==> src/rtl/issue_sched_pkg.sv <==
// ---------------------------------------------------------------------------
// issue_sched_pkg
// Shared processor definitions used by the issue scheduler, the CDB mux and
// the issue queues.
//   unit_e          : 2-bit code naming the execution unit that owns a CDB slot
//   DEF_LAT_*       : default issue-to-CDB latencies for each execution unit
//   RESV_DEPTH      : number of future CDB slots tracked (slot 0 = this cycle)
//   RESV_IDX_W      : width of an index into the slot vector
// ---------------------------------------------------------------------------
package issue_sched_pkg;

    typedef enum logic [1:0] {
        UNIT_INT = 2'b00,
        UNIT_LS  = 2'b01,
        UNIT_MUL = 2'b10,
        UNIT_DIV = 2'b11
    } unit_e;

    localparam int DEF_LAT_INT = 1;
    localparam int DEF_LAT_LS  = 1;
    localparam int DEF_LAT_MUL = 4;
    localparam int DEF_LAT_DIV = 7;

    // Latencies must lie in 1..RESV_DEPTH-1 so that slot L is visible for
    // the conflict check and slot L-1 can be written in the same update.
    localparam int RESV_DEPTH = 8;
    localparam int RESV_IDX_W = 3;

endpackage

==> src/rtl/issue_sched_cdb_slot_tracker.sv <==
// ---------------------------------------------------------------------------
// cdb_slot_tracker
// Shift register of future CDB reservations. Bit k of resv_o means the CDB is
// taken k cycles from now; the companion array records which unit owns it.
// Every cycle the vector shifts one slot toward slot 0, and a single new
// reservation may be inserted in the same update.
//   clk, reset      : clock, synchronous active-high reset
//   set_i           : insert a reservation this cycle
//   set_slot_i      : post-shift slot index to mark (latency - 1)
//   set_src_i       : unit owning the new reservation
//   resv_o          : current reservation vector
//   src0_o          : owner of slot 0 (the unit driving the CDB now)
// ---------------------------------------------------------------------------
module cdb_slot_tracker
    import issue_sched_pkg::*;
(
    input  logic                  clk,
    input  logic                  reset,
    input  logic                  set_i,
    input  logic [RESV_IDX_W-1:0] set_slot_i,
    input  unit_e                 set_src_i,
    output logic [RESV_DEPTH-1:0] resv_o,
    output unit_e                 src0_o
);

    logic [RESV_DEPTH-1:0] resv_q, resv_d;
    unit_e                 src_q [RESV_DEPTH];
    unit_e                 src_d [RESV_DEPTH];

    // The inserted slot is always empty after the shift because the arbiter
    // only grants when slot L was free before shifting.
    always_comb begin
        resv_d = resv_q >> 1;
        for (int i = 0; i < RESV_DEPTH - 1; i++) begin
            src_d[i] = src_q[i+1];
        end
        src_d[RESV_DEPTH-1] = UNIT_INT;
        if (set_i) begin
            resv_d[set_slot_i] = 1'b1;
            src_d[set_slot_i]  = set_src_i;
        end
    end

    always_ff @(posedge clk) begin
        if (reset) begin
            resv_q <= '0;
            for (int i = 0; i < RESV_DEPTH; i++) begin
                src_q[i] <= UNIT_INT;
            end
        end else begin
            resv_q <= resv_d;
            for (int i = 0; i < RESV_DEPTH; i++) begin
                src_q[i] <= src_d[i];
            end
        end
    end

    assign resv_o = resv_q;
    assign src0_o = src_q[0];

endmodule

==> src/rtl/issue_sched.sv <==
// ---------------------------------------------------------------------------
// issue_sched
// Single-port issue arbiter for four execution units sharing one common data
// bus. A unit may issue only if its result slot on the CDB is still free;
// priority is div > mul > {int, ls} with int/ls alternating round-robin.
//   clk, reset                     : clock, synchronous active-high reset
//   ready_int/ls/mul/div           : queue holds a ready entry
//   flush                          : mispredict flush, blocks all grants
//   issue_int/ls/mul/div           : one-hot (or zero) issue grant
//   div_busy                       : non-pipelined divider occupied
//   cdb_valid, cdb_src             : CDB owner for the current cycle
// ---------------------------------------------------------------------------
module issue_sched
    import issue_sched_pkg::*;
#(
    parameter int LAT_INT = DEF_LAT_INT,
    parameter int LAT_LS  = DEF_LAT_LS,
    parameter int LAT_MUL = DEF_LAT_MUL,
    parameter int LAT_DIV = DEF_LAT_DIV
) (
    input  logic       clk,
    input  logic       reset,
    input  logic       ready_int,
    input  logic       ready_ls,
    input  logic       ready_mul,
    input  logic       ready_div,
    input  logic       flush,
    output logic       issue_int,
    output logic       issue_ls,
    output logic       issue_mul,
    output logic       issue_div,
    output logic       div_busy,
    output logic       cdb_valid,
    output logic [1:0] cdb_src
);

    localparam logic [RESV_IDX_W-1:0] SLOT_INT = RESV_IDX_W'(LAT_INT - 1);
    localparam logic [RESV_IDX_W-1:0] SLOT_LS  = RESV_IDX_W'(LAT_LS - 1);
    localparam logic [RESV_IDX_W-1:0] SLOT_MUL = RESV_IDX_W'(LAT_MUL - 1);
    localparam logic [RESV_IDX_W-1:0] SLOT_DIV = RESV_IDX_W'(LAT_DIV - 1);
    localparam logic [RESV_IDX_W-1:0] DIV_LOAD = RESV_IDX_W'(LAT_DIV);

    logic [RESV_DEPTH-1:0] resv;
    unit_e                 src0;
    logic                  rr_q, rr_d;
    logic [RESV_IDX_W-1:0] divCnt_q, divCnt_d;
    logic                  eligInt, eligLs, eligMul, eligDiv;
    logic                  grantInt, grantLs, grantMul, grantDiv;
    logic                  setSlot;
    logic [RESV_IDX_W-1:0] setIdx;
    unit_e                 setSrc;

    assign div_busy = (divCnt_q != '0);

    assign eligInt = ready_int && !resv[LAT_INT];
    assign eligLs  = ready_ls  && !resv[LAT_LS];
    assign eligMul = ready_mul && !resv[LAT_MUL];
    assign eligDiv = ready_div && !resv[LAT_DIV] && !div_busy;

    // Fixed priority down to mul; a blocked higher unit falls through to the
    // next eligible one in the same cycle. rr_q=0 prefers int when both
    // int and ls are eligible.
    always_comb begin
        grantInt = 1'b0;
        grantLs  = 1'b0;
        grantMul = 1'b0;
        grantDiv = 1'b0;
        if (!reset && !flush) begin
            if (eligDiv) begin
                grantDiv = 1'b1;
            end else if (eligMul) begin
                grantMul = 1'b1;
            end else if (eligInt && (!eligLs || !rr_q)) begin
                grantInt = 1'b1;
            end else if (eligLs) begin
                grantLs = 1'b1;
            end
        end
    end

    assign issue_int = grantInt;
    assign issue_ls  = grantLs;
    assign issue_mul = grantMul;
    assign issue_div = grantDiv;

    // Translate the winning grant into the slot reservation it creates.
    always_comb begin
        setSlot = grantInt || grantLs || grantMul || grantDiv;
        setIdx  = SLOT_INT;
        setSrc  = UNIT_INT;
        if (grantDiv) begin
            setIdx = SLOT_DIV;
            setSrc = UNIT_DIV;
        end else if (grantMul) begin
            setIdx = SLOT_MUL;
            setSrc = UNIT_MUL;
        end else if (grantLs) begin
            setIdx = SLOT_LS;
            setSrc = UNIT_LS;
        end
    end

    // The pointer moves to the unit that did not just win; with no int/ls
    // grant (including during a flush) it stays where it is.
    always_comb begin
        rr_d = rr_q;
        if (grantInt) begin
            rr_d = 1'b1;
        end else if (grantLs) begin
            rr_d = 1'b0;
        end
    end

    // The divider counter keeps running through a flush so that an in-flight
    // divide still completes and frees the unit on schedule.
    always_comb begin
        divCnt_d = divCnt_q;
        if (grantDiv) begin
            divCnt_d = DIV_LOAD;
        end else if (divCnt_q != '0) begin
            divCnt_d = divCnt_q - 1'b1;
        end
    end

    always_ff @(posedge clk) begin
        if (reset) begin
            rr_q     <= 1'b0;
            divCnt_q <= '0;
        end else begin
            rr_q     <= rr_d;
            divCnt_q <= divCnt_d;
        end
    end

    cdb_slot_tracker u_tracker (
        .clk        (clk),
        .reset      (reset),
        .set_i      (setSlot),
        .set_slot_i (setIdx),
        .set_src_i  (setSrc),
        .resv_o     (resv),
        .src0_o     (src0)
    );

    assign cdb_valid = resv[0];
    assign cdb_src   = resv[0] ? src0 : UNIT_INT;

endmodule

==> config.mk <==
export PLATFORM = sky130hd
export DESIGN_NAME = issue_sched
export DESIGN_NICKNAME = d
export VERILOG_FILES = /design/src/rtl/issue_sched_pkg.sv /design/src/rtl/issue_sched_cdb_slot_tracker.sv /design/src/rtl/issue_sched.sv
export SDC_FILE = /design/constraint.sdc
export NUM_CORES = 1
export LEC_CHECK = 0
export ABC_CLOCK_PERIOD_IN_PS = 3900
export CAP_MARGIN = 40
export CORE_AREA = 5 5 60 62
export DETAILED_ROUTE_END_ITERATION = 7
export DIE_AREA = 0 0 65 67
export DONT_BUFFER_PORTS = 1
export SLEW_MARGIN = 20
export SYNTH_ARGS = -nofsm -noshare
export SYNTH_HDL_FRONTEND = slang
export SYNTH_HIERARCHICAL = 1
export SYNTH_SLANG_ARGS = --single-unit
==> constraint.sdc <==
create_clock -name clk -period 3.9 [get_ports clk]
set_input_delay 1.17 -clock clk [delete_from_list [all_inputs] [get_ports clk]]
set_output_delay 1.17 -clock clk [all_outputs]
set_load 0.02 [all_outputs]
# Word level (Yosys, flattened, before mapping)
# Memory sizes are Yosys's and may differ from the RTL's.
# Index checks and enable logic that the tools add are counted.
dict set report word_totals {
  mem_bits_ro 0
  word_cells 88
  in_bits 7
  latchBits 0
  output_inout_bits 8
  memories 1
  mem_bits_rw 16
  reg_bits 12
}
# name words word_bits rd rd_clocked_by_memory_dff wr line
set memory_table {}
lappend memory_table {u_tracker.src_q 8 2 8 0 8 issue_sched_cdb_slot_tracker.sv:27} ;# unit_e src_q [RESV_DEPTH];
dict set report classes {
  reduce_logical 25
  n_shift 0
  n_lt_le_gt_ge 4
  bitwise_logic 11
  n_mux 42
  div 0
  add_sub_neg 1
  mul 0
  eq_ne 0
}
# op count
set op_table {}
lappend op_table {{two-way mux 2 bit} 13}
lappend op_table {{two-way mux 1 bit} 21}
lappend op_table {{bitwise mux 16 bit} 1}
lappend op_table {{two-way mux 16 bit} 1}
lappend op_table {{logical AND 1 bit} 9}
lappend op_table {{two-way mux 3 bit} 3}
lappend op_table {{zero test 1 bit} 8}
lappend op_table {{OR 1 bit} 8}
lappend op_table {{OR 7 x 8 -> 8 bit} 1}
lappend op_table {{two-way mux 7 bit} 1}
lappend op_table {{demux 2 bit (select 3 bit)} 1}
lappend op_table {{>= comparator 4 bit (second input constant)} 1}
lappend op_table {{logical OR 1 bit} 4}
lappend op_table {{less-than comparator 3 x 4 -> 1 bit (second input constant)} 1}
lappend op_table {{less-than comparator 4 x 1 -> 1 bit (second input constant)} 1}
lappend op_table {{inverter 3 -> 4 bit} 1}
lappend op_table {{nonzero test 2 bit} 2}
lappend op_table {{demux 1 bit (select 3 bit)} 1}
lappend op_table {{>= comparator 3 x 1 -> 1 bit (second input constant)} 1}
lappend op_table {{nonzero test 3 bit} 1}
lappend op_table {{subtractor 3 x 1 -> 3 bit (second input constant)} 1}
lappend op_table {{OR reduction 2 bit} 1}
lappend op_table {{inverter 1 bit} 1}

# Depth between registers and ports, before layout
dict set report depth {
  ltp_word 15
  depth_mapped 8
  ltp_nobuf 8
}

# Modules after synthesis
# The synthesis kept the hierarchy.
# module cells_per_inst area_per_inst_um2 n_inst
set modules_own_cells {}
lappend modules_own_cells {cdb_slot_tracker 82 907.1 1}
lappend modules_own_cells {issue_sched 40 361.6 1}

# Worst setup path after synthesis
# No wires, ideal clock.
dict set report synth_timing {
  path_type {input to output}
  from {input flush}
  to {output issue_ls}
  arrival_ns 1.840
  required_time_ns 2.730
  slack_ns 0.890
  stages 3
  path_cell_list {nor2_4 and4b_4 and3_1}
}
dict set report synth_via {
  elab_chain_cells 3
}
# item line
set synth_rtl {}
lappend synth_rtl {{start: declaration} issue_sched.sv:27} ;# input logic flush,
lappend synth_rtl {{zero test 1 bit} issue_sched.sv:68} ;# if (!reset && !flush) begin
lappend synth_rtl {{logical AND 1 bit} issue_sched.sv:68}
lappend synth_rtl {{two-way mux 1 bit} issue_sched.sv:68}
lappend synth_rtl {{end: declaration} issue_sched.sv:29} ;# output logic issue_ls,
# Every way passes these cells.

# Worst setup path after layout
dict set report layout_timing {
  from {input ready_mul}
  to {output issue_ls}
}
dict set report layout_via {
  elab_chain_cells 4
}
# item line
set layout_rtl {}
lappend layout_rtl {{start: declaration} issue_sched.sv:25} ;# input logic ready_mul,
lappend layout_rtl {{logical AND 1 bit} issue_sched.sv:57} ;# assign eligMul = ready_mul && !resv[LAT_MUL];
lappend layout_rtl {{two-way mux 1 bit} issue_sched.sv:71} ;# end else if (eligMul) begin
lappend layout_rtl {{two-way mux 1 bit} issue_sched.sv:69} ;# if (eligDiv) begin
lappend layout_rtl {{two-way mux 1 bit} issue_sched.sv:68}
# Every way passes these cells.

==> results.cfg <==
[detailed_routing]
detailroute.via_count = 819
drt_wl_total_um = 2170
drt_first_iter_violations = 24
post-route-drc-count = 0
antenna_violating_nets_post_route = 0
routed_via_count_divided_by_cell_count = 5.25
post_drt_wl_per_cell_um = 13.9
drtPass1Iterations = 4

[sta]
number_of_pins_exceeding_their_max_slew_limit_in_the_final_report = 0
timing.final.crit_share_pct = 78.5
finalClockSkew_ns = 0.00928
setup_repair_after_global_routing_missed_its_margin = false
timing.slew.headroom_pct = 71.2
final.min_clock_period_ns = 3.06
final-setup-viol-count = 0
fin_tns_setup_ns = 0
worst-slew-pin-transition_ns = 0.431
hold_viol = 0
fmax_ghz = 0.327

[final_layout]
layout_cell_share_with_drive_strength_beyond_1_pct = 15.4
fill_cells = 292
final_design_area_no_fill_um2 = 1350
num_antenna_cells = 0
area.growth.synth_to_final_pct = 6.21
regArea_um2 = 561
multiInputGateArea_um2 = 648
layout.nets = 133
finalCoreUtilization_pct = 45.3

[run]
maxCapViolations = 0

[synthesis]
syn_area_per_cell_um2 = 10.4
synth_largest_type_area_fraction_pct = 44.2
synth_top_cells_by_count = sky130_fd_sc_hd__dfxtp_1, sky130_fd_sc_hd__nand2b_1, sky130_fd_sc_hd__mux2i_1
synth-async-reset-ratio_pct = 0
synthesis.area_um2 = 1270
ys_top_cells_by_area = sky130_fd_sc_hd__dfxtp_1, sky130_fd_sc_hd__mux2i_1, sky130_fd_sc_hd__nand2b_1
ys_seq_elements = 28
syn_nets = 131
synth_enable_flop_cells = 0
yosysUniqueCellTypes = 35
synthFlopType = sky130_fd_sc_hd__dfxtp_1
number_of_instances_in_the_synthesized_netlist = 122
ys_seq_area_share_pct = 44.2
synth_most_common_cell = sky130_fd_sc_hd__dfxtp_1
ys_warn_count = 6
yosys.area.top_type = sky130_fd_sc_hd__dfxtp_1

[cts]
cts.repair_timing.setup_buffer_count = 0
clk_transition_reported_paths_ns = 0.15
total_of_cells_resized_after_clock_tree_synthesis = 0
cts.hold.buffers_added = 0
cts.path.max_buffers = 2
clock_sink_count = 28
tritoncts = done
clock_tree.htree_level_count = 1
tritoncts.num_buffers = 3
worstSkewPairLatency_ns = 0.33
cts.root.buffer_cell = sky130_fd_sc_hd__clkbuf_4

[critical_path]
worstReg2RegStart = divCnt_q[0]
worst-setup-path-type = in2out
cpLargestDelayFamily = simple AND/OR/NAND/NOR gates
worstPathArrival_ns = 1.89
required_ns = 2.73
cpMaxStageDelayCell = sky130_fd_sc_hd__and4b_4
crit_start_category = primary input
crit_path_cell_trace = nand2b_1 > and4b_4 > and3_1
timing.critical_path.to_type = primary output
critical_path.max_fanout = 5
r2r.worst_path.cells = 7
ff2ff_setup_slack_ns = 1.87
cpPeakStageDelay_ns = 0.30
critical_path.n_buffers_inverters = 0
reg2reg_to = u_tracker/src_q[0][1]

[floorplanning]
die_area_um2 = 4360
placeableCoreArea_um2 = 2980
boundaryPins = 15
initial_core_util_pct = 42.6
dieWidth_um = 65
die_h_um = 67
rows = 20

[placement]
place.port_buffers = 0
routabilityCongestion = 0.770
dpl_cell_area_um2 = 1290
place.detailed.hpwl_um = 1570

[status]
run_status = complete, no violations

[global_route]
use_met3_pct = 3.88
use_met2_pct = 18.0
overflow = 0
grt_use_met1_pct = 13.0
globalRouteTotalUtil_pct = 10.8
maximum_number_of_pins_on_one_net_before_global_route_repair = 33
antenna_found_initial = 0
grt_pass1_vias = 776
grt.busiest_layer = met2
grt_pass1_wl_um = 3570

[power_and_ir_drop]
vdd_ir_drop_max_uv = 242
static-leakage-power_nw = 0.552
power_density_of_the_placed_cells_nw_per_um2 = 500

[worst_hold_path]
min_delay_path_depth = 2
hold_start = u_tracker/resv_o[5]
worst_hold_path_type = reg2reg
hold-path-endpoint = u_tracker/resv_o[4]
## registers in the layout, summed over array words and instances (netlist names)
register,flops
rr_q,1
u_tracker/src_q,16
divCnt_q,3
u_tracker/resv_o,8
## cells by family after synthesis
group,after synthesis,share of synthesized area [%]
compound gates,16,8.88
xor+xnor,2,1.38
fa+ha+maj,2,1.97
buf+inv,14,4.73
flops,28,44.2
mux,14,11.0
simple gates,46,27.8
## metal layers
| layer | vias up | wire length, µm | share of wire [%] |
|---|---|---|---|
| met1 | 383 | 1070 | 49 |
| met5 | - | 0 | 0 |
| met3 | 2 | 82 | 3.8 |
| li1 | 422 | - | - |
| met4 | 0 | 20 | 0.92 |
| met2 | 12 | 997 | 46 |
## power breakdown
part	internal, mW	total (mW)	switching (mW)
combinational	0.0794	0.171	0.0917
sequential	0.304	0.315	0.0103
clock	0.104	0.187	0.0836
## layout make-up
type | count | share of cell area, %
Multi-Input combinational cell | 80 | 48.1
Timing Repair Buffer | 1 | 0.557
Clock inverter | 1 | 2.23
Tap cell | 33 | 3.06
Clock buffer | 3 | 1.67
Inverter | 10 | 2.79
Sequential cell | 28 | 41.6
## worst reg2reg max path, cell delays in order, from the launching register on
cell                        delay, ns
sky130_fd_sc_hd__dfxtp_1         0.34
sky130_fd_sc_hd__inv_1           0.07
sky130_fd_sc_hd__ha_1            0.25
sky130_fd_sc_hd__nand4bb_4       0.13
sky130_fd_sc_hd__and4b_4         0.28
sky130_fd_sc_hd__a21o_2          0.21
sky130_fd_sc_hd__or4b_4          0.51
sky130_fd_sc_hd__mux2i_1         0.14
## layout by cell type, fill, tap and decap left out
cell,n
sky130_fd_sc_hd__a311oi_2,1
sky130_fd_sc_hd__ha_1,2
sky130_fd_sc_hd__or4b_4,1
sky130_fd_sc_hd__nand2b_4,1
sky130_fd_sc_hd__nor2_4,1
sky130_fd_sc_hd__dfxtp_1,28
sky130_fd_sc_hd__nand2b_1,18
sky130_fd_sc_hd__inv_1,10
sky130_fd_sc_hd__bufinv_16,1
sky130_fd_sc_hd__nand2_1,2
sky130_fd_sc_hd__o21ai_0,2
sky130_fd_sc_hd__and4b_2,1
sky130_fd_sc_hd__o21ba_2,1
sky130_fd_sc_hd__a221oi_1,1
sky130_fd_sc_hd__and3_2,1
sky130_fd_sc_hd__xnor2_1,2
sky130_fd_sc_hd__nor3b_1,2
sky130_fd_sc_hd__and2_1,2
sky130_fd_sc_hd__a21oi_1,7
sky130_fd_sc_hd__nor2_1,4
sky130_fd_sc_hd__or2_2,2
sky130_fd_sc_hd__a21o_2,1
sky130_fd_sc_hd__and4b_4,1
sky130_fd_sc_hd__nand4_1,1
sky130_fd_sc_hd__o31ai_1,1
sky130_fd_sc_hd__mux2i_1,14
sky130_fd_sc_hd__nand4bb_4,1
sky130_fd_sc_hd__and3_1,1
sky130_fd_sc_hd__nand4bb_1,3
sky130_fd_sc_hd__and2b_2,1
sky130_fd_sc_hd__a31o_2,1
sky130_fd_sc_hd__buf_4,1
sky130_fd_sc_hd__clkbuf_4,3
sky130_fd_sc_hd__nor2b_1,1
sky130_fd_sc_hd__a41oi_1,1
sky130_fd_sc_hd__nand4b_1,2
## through the flow
step                worst slack, ns  hold slack [ns]  total power [mW]  std cells
finish                        0.838            0.421             0.673        156
global route                  0.802            0.440             0.714        156
CTS                           0.832            0.431             0.684        156
detailed placement            0.834            0.411             0.494        152
global placement              0.854            0.408             0.488        152
floorplan                     0.890            0.411             0.468        122
## worst max-delay path by stage
| stage | startpoint | end | slack, ns | cells after the start |
|---|---|---|---|---|
| 2_1_floorplan | flush | issue_ls | 0.89 | 3 |
| 3_3_place_gp | flush | issue_ls | 0.85 | 3 |
| 3_5_place_dp | ready_mul | issue_ls | 0.83 | 3 |
| 4_1_cts | ready_mul | issue_ls | 0.83 | 3 |
| 5_1_grt | ready_mul | issue_ls | 0.80 | 3 |
| 6_report | ready_mul | issue_ls | 0.84 | 3 |
Note: power is estimated with default switching activity, not from simulation.
